`config.mk`:
```
export PLATFORM = sky130hd
export DESIGN_NAME = pipe_adder_gen
export DESIGN_NICKNAME = d
export VERILOG_FILES = /design/src/rtl/pipe_adder_gen.sv
export SDC_FILE = /design/constraint.sdc
export NUM_CORES = 1
export LEC_CHECK = 0
export BUFFER_PORTS_ARGS = -buffer_cell sky130_fd_sc_hd__buf_2
export CORE_MARGIN = 1.5
export CORE_UTILIZATION = 40
export CTS_CLUSTER_DIAMETER = 200
export CTS_CLUSTER_SIZE = 20
export DETAILED_ROUTE_END_ITERATION = 10
export HOLD_SLACK_MARGIN = 0.15
export PLACE_DENSITY_LB_ADDON = 0.1
export SLEW_MARGIN = 20
export SYNTH_ARGS = -nofsm -noshare
export SYNTH_HDL_FRONTEND = slang
export SYNTH_SLANG_ARGS = --single-unit
export TNS_END_PERCENT = 10
```
`constraint.sdc`:
```
create_clock -name clk -period 3.2 [get_ports clk]
set_clock_uncertainty 0.1 [all_clocks]
set_input_delay 0.32 -clock clk [delete_from_list [all_inputs] [get_ports clk]]
set_output_delay 0.32 -clock clk [all_outputs]
set_load 0.005 [all_outputs]
```
`src/rtl/pipe_adder_gen.sv`:
```
// Carry-pipelined two's-complement adder/subtractor.
// The operands are cut into STAGES chunks of CHUNK bits, and one chunk is resolved per clock.
// The carry is registered between stages.
// Each stage keeps only the operand bits that are still to be added (the skew registers)
// and the sum bits already produced (the deskew registers), so no flop is wasted.
// All stages shift together when the output is free or being consumed, and otherwise they hold.
module pipe_adder_gen #(
  parameter int WIDTH  = 16,
  parameter int STAGES = 4
) (
  input  logic             clk,
  input  logic             rst,
  input  logic             in_valid,
  output logic             in_ready,
  input  logic [WIDTH-1:0] a,
  input  logic [WIDTH-1:0] b,
  input  logic             cin,
  input  logic             sub,
  output logic             out_valid,
  input  logic             out_ready,
  output logic [WIDTH-1:0] sum,
  output logic             carry,
  output logic             overflow
);

  localparam int CHUNK = WIDTH / STAGES;

  logic             en_s;
  logic [WIDTH-1:0] b_eff_s;
  logic             c0_s;
  logic             ovf_d;
  logic             ovf_q;

  // Global advance enable, plus the effective second operand and carry-in of the incoming beat
  always_comb begin
    en_s    = ~out_valid | out_ready;
    b_eff_s = sub ? ~b : b;
    c0_s    = sub ? 1'b1 : cin;
  end

  assign in_ready = en_s;

  for (genvar k = 0; k < STAGES; k++) begin : g_stage
    localparam int SW = (k + 1) * CHUNK;

    logic [CHUNK-1:0] ca_s;
    logic [CHUNK-1:0] cb_s;
    logic             ci_s;
    logic             vi_s;
    logic [CHUNK:0]   csum_s;
    logic [SW-1:0]    s_d;
    logic [SW-1:0]    s_q;
    logic             c_d;
    logic             c_q;
    logic             v_d;
    logic             v_q;

    if (k == 0) begin : g_src
      // The first stage takes its chunk, carry-in and valid directly from the ports
      always_comb begin
        ca_s = a[CHUNK-1:0];
        cb_s = b_eff_s[CHUNK-1:0];
        ci_s = c0_s;
        vi_s = in_valid;
      end

      // The first partial sum is just this stage's chunk
      always_comb begin
        if (en_s) begin
          s_d = csum_s[CHUNK-1:0];
        end else begin
          s_d = s_q;
        end
      end
    end else begin : g_src
      // Later stages take the lowest still-pending chunk and the carry from the previous stage
      always_comb begin
        ca_s = g_stage[k-1].g_skew.ua_q[CHUNK-1:0];
        cb_s = g_stage[k-1].g_skew.ub_q[CHUNK-1:0];
        ci_s = g_stage[k-1].c_q;
        vi_s = g_stage[k-1].v_q;
      end

      // Append this chunk above the sum bits already completed upstream
      always_comb begin
        if (en_s) begin
          s_d = {csum_s[CHUNK-1:0], g_stage[k-1].s_q};
        end else begin
          s_d = s_q;
        end
      end
    end

    // Resolve this stage's chunk, and either shift the beat in or hold the stage
    always_comb begin
      csum_s = {1'b0, ca_s} + {1'b0, cb_s} + {{CHUNK{1'b0}}, ci_s};
      if (en_s) begin
        c_d = csum_s[CHUNK];
        v_d = vi_s;
      end else begin
        c_d = c_q;
        v_d = v_q;
      end
    end

    // Stage register: partial sum, carry and valid bit
    always_ff @(posedge clk) begin
      if (rst) begin
        s_q <= '0;
        c_q <= 1'b0;
        v_q <= 1'b0;
      end else begin
        s_q <= s_d;
        c_q <= c_d;
        v_q <= v_d;
      end
    end

    if (k < STAGES - 1) begin : g_skew
      localparam int UW = WIDTH - SW;

      logic [UW-1:0] ua_s;
      logic [UW-1:0] ub_s;
      logic [UW-1:0] ua_d;
      logic [UW-1:0] ua_q;
      logic [UW-1:0] ub_d;
      logic [UW-1:0] ub_q;

      if (k == 0) begin : g_in
        // The upper operand chunks come straight from the ports
        always_comb begin
          ua_s = a[WIDTH-1:CHUNK];
          ub_s = b_eff_s[WIDTH-1:CHUNK];
        end
      end else begin : g_in
        // Drop the chunk consumed by this stage and forward the rest
        always_comb begin
          ua_s = g_stage[k-1].g_skew.ua_q[UW+CHUNK-1:CHUNK];
          ub_s = g_stage[k-1].g_skew.ub_q[UW+CHUNK-1:CHUNK];
        end
      end

      // The skew registers shift with the pipeline and hold on a stall
      always_comb begin
        if (en_s) begin
          ua_d = ua_s;
          ub_d = ub_s;
        end else begin
          ua_d = ua_q;
          ub_d = ub_q;
        end
      end

      // Skew register: the operand bits not yet added
      always_ff @(posedge clk) begin
        if (rst) begin
          ua_q <= '0;
          ub_q <= '0;
        end else begin
          ua_q <= ua_d;
          ub_q <= ub_d;
        end
      end
    end
  end

  // Signed overflow is set when the operand signs agree but the sign of the result differs
  always_comb begin
    if (en_s) begin
      ovf_d = (g_stage[STAGES-1].ca_s[CHUNK-1] == g_stage[STAGES-1].cb_s[CHUNK-1]) &&
              (g_stage[STAGES-1].csum_s[CHUNK-1] != g_stage[STAGES-1].ca_s[CHUNK-1]);
    end else begin
      ovf_d = ovf_q;
    end
  end

  // The overflow flag is registered alongside the last stage
  always_ff @(posedge clk) begin
    if (rst) begin
      ovf_q <= 1'b0;
    end else begin
      ovf_q <= ovf_d;
    end
  end

  assign out_valid = g_stage[STAGES-1].v_q;
  assign sum       = g_stage[STAGES-1].s_q;
  assign carry     = g_stage[STAGES-1].c_q;
  assign overflow  = ovf_q;

endmodule

```
==> flow_summary.yaml <==
routing:
  drtAntennaViolNets: 0
  drc_violations_left: 0
  detail_route.wl_per_cell_um: 11.7
  detail_route.wirelength_mm: 7.85
  via_count: 3135
  drt_pass1_iterations: 6
  avgViaCountPerCell: 4.68
  initialDrtViolationCount: 131
place:
  placed_area_mm2: 0.00439
  place_congestion: 0.767
  dpl_wire_length_mm: 4.85
  place.port_buffers: 57
worst_setup_path:
  worst-path-max-fanout: 17
  r2r_start: "g_stage[2].c_q"
  rrSetupSlack_ns: 1.21
  crit_arrival_ns: 2.27
  critical_path.startpoint: "sub"
  critical_path_required_ns: 3.31
  setup.worst_path.end_class: "register"
  worstRegToRegCells: 5
  cp-endpoint: "g_stage[0].c_q"
  regToRegEndpoint: "carry"
  critical_path.startpoint_type: "input pin"
  criticalPathCategory: "in2reg"
final_layout:
  finish.instance_area_mm2: 0.00476
  layout_cell_share_with_drive_strength_beyond_1_pct: 15.3
  layout_common_cells: "sky130_fd_sc_hd__nand2_1 (143), sky130_fd_sc_hd__dfxtp_1 (97), sky130_fd_sc_hd__a21oi_1 (75)"
  layout_commonest_cell: "sky130_fd_sc_hd__nand2_1"
  num-nets-final: 591
  antenna_cells: 0
  layout-area-overhead-vs-synth_pct: 16.5
  num-fill-cells: 1040
die:
  chipHeight_um: 104
  core.rowCount: 36
  core_region_area_mm2: 0.00982
  die_width_um: 104
  design.die.area_mm2: 0.0108
  io_pins: 58
  initial_utilization_pct: 41.6
cts:
  maximum_root_to_sink_buffer_count: 2
  postCtsHoldBufs: 21
  clkLatencyLatePin_ns: 0.36
  numCtsBuffers: 9
  clock-root-buffer: "sky130_fd_sc_hd__clkbuf_8"
  cts_tree: "done"
  cts.reportedPaths.clkPinSlew_ns: 0.08
  ctsResizeCount: 0
  cts-htree-levels: 3
  clock-sinks: 97
  cts_post_setup_buffers_inserted: 0
global_routing:
  largest_net_degree_at_the_start_of_global_routing: 90
  grt_antenna_before_repair: 0
  global_route_wire_length_before_repair_mm: 13.8
  grt_use_total_pct: 15.4
  first_global_vias: 2952
  globalRoute.totalOverflow: 0
synth:
  syn_inst: 476
  syn-cell-area_mm2: 0.00409
  synth_sequential_area_ratio_pct: 47.5
  syn_avg_cell_area_um2: 8.58
  ys_top_cells_by_area: "sky130_fd_sc_hd__dfxtp_1 (48%), sky130_fd_sc_hd__nand2_1 (13%), sky130_fd_sc_hd__a21oi_1 (9.2%)"
  ffs_latches_synth: 97
  netlist-cell-type-count: 31
  synthDominantCellAreaShare_pct: 47.5
  yosys.area.top_type: "sky130_fd_sc_hd__dfxtp_1"
  syn_nets: 534
  synth_warnings: 0
pwr:
  power.static_leakage_uw: 0.00198
  ir_worst_vdd_v: 0.000218
  power_density_mw_per_mm2: 481
  comb_power_share_pct: 11.7
  intPower_uw: 1720
  switching_power_uw: 571
  netSwitchingFraction_pct: 25.0
  sequential_share_of_power_pct: 58.1
  power.share.clock_pct: 30.2
timing:
  final-setup-viol-count: 0
  layout_min_cycle_time_ns: 2.16
  clock.fmax_mhz: 464
  totalNegativeSetupSlack_ns: 0
  max_slew.worst_pin.slew_ns: 0.896
  slew_viol_final: 0
  maxSlewHeadroom_pct: 40.3
  rsz_0062_raised_after_global_routing: "false"
  fin_crit_sh_pct: 67.4
  final_hold_viol_count: 0
job:
  drv_cap: 0
run_status:
  status: "completed"
worst_hold_path:
  hp-class: "in2reg"
[worst max-delay path, stage by stage]
cell                       delay, ns
sky130_fd_sc_hd__buf_2          0.24
sky130_fd_sc_hd__or2_2          0.36
sky130_fd_sc_hd__fa_1           0.42
sky130_fd_sc_hd__fa_1           0.43
sky130_fd_sc_hd__a21o_1         0.20
sky130_fd_sc_hd__a211oi_1       0.22
sky130_fd_sc_hd__nor3_1         0.07
[sequential cells by signal (all words and copies together) (netlist names)]
name and count:
carry 1, g_stage.c_q 3, g_stage.g_skew.ua_q 24, g_stage.g_skew.ub_q 24
g_stage.s_q 24, g_stage.v_q 3, out_valid 1, overflow 1
sum 16
[final cells by class]
cell class / count / area [um2] / area share [%]
Sequential cell: 97 / 1940 / 40.8
Multi-Input combinational cell: 339 / 1930 / 40.6
Timing Repair Buffer: 82 / 541 / 11.4
Tap cell: 133 / 166 / 3.50
Clock buffer: 11 / 141 / 2.97
Clock inverter: 4 / 20.0 / 0.421
Inverter: 4 / 16.3 / 0.342
[how the worst min path moves through the flow]
stage,start,endpoint,cells after the start
3_3_place_gp,sum[6],sum[6],2
2_1_floorplan,g_stage[0].g_skew.ua_q[10],g_stage[0].g_skew.ua_q[10],2
3_5_place_dp,sum[4],sum[4],2
4_1_cts,b[12],g_stage[0].g_skew.ub_q[8],3
6_report,b[12],g_stage[0].g_skew.ub_q[8],3
5_1_grt,b[12],g_stage[0].g_skew.ub_q[8],3
[stage by stage]
| step | hold WS [ns] | instances | setup WS (ns) | power, uW | utilization (%) |
|---|---|---|---|---|---|
| 2_1_floorplan | 0.332 | 476 | 0.768 | 1530 | - |
| 3_3_place_gp | 0.336 | 634 | 0.703 | 1600 | 44.7 |
| 3_5_place_dp | 0.342 | 634 | 0.645 | 1610 | 44.7 |
| 4_1_cts | 0.156 | 670 | 1.02 | 2320 | 48.5 |
| 5_1_grt | 0.154 | 670 | 0.922 | 2410 | 48.5 |
| 6_report | 0.169 | 670 | 1.04 | 2290 | 48.5 |
[power by group through the flow]
stage / registers [uW] / logic (uW) / clock network (uW)
after detailed placement: 1360 / 250 / 0
after global placement: 1360 / 245 / 0
after floorplan: 1350 / 182 / 0
after CTS: 1330 / 271 / 719
final: 1330 / 268 / 691
after global routing: 1340 / 304 / 766
[synthesized netlist by cell type, drive strengths merged]
cell type / number
nand2: 143
ha: 12
buf: 31
nand2b: 2
nor2b: 3
or2: 2
inv: 4
nand3: 3
a21o: 5
nor3: 3
a211oi: 20
o21ai: 1
o211ai: 4
clkbuf: 5
a21oi: 75
xnor2: 16
or4b: 1
fa: 8
xor2: 4
nand3b: 6
dfxtp: 97
or3: 2
a2111o: 5
nor2: 23
nand4: 1
[kinds of logic after synthesis]
logic type / after synthesis / share of synthesized area, %
AND/OR/NAND/NOR: 189 / 19.1
AO/OA/AOI/OAI: 110 / 16.3
flip-flops: 97 / 47.5
buffers and inverters: 40 / 5.18
XOR/XNOR: 20 / 4.29
adder cells (fa/ha/maj): 20 / 7.60
[per-layer routing]
| layer | vias up | wire length [um] | track usage [%] | part of all wire (%) |
|---|---|---|---|---|
| met5 | - | 0 | 0 | 0 |
| met4 | 0 | 70 | 5.95 | 0.89 |
| met3 | 7 | 275 | 4.01 | 3.5 |
| met2 | 48 | 3160 | 21.9 | 40 |
| met1 | 1387 | 4350 | 22.3 | 55 |
| li1 | 1693 | - | - | - |
Power figures use the tool's default switching activity.
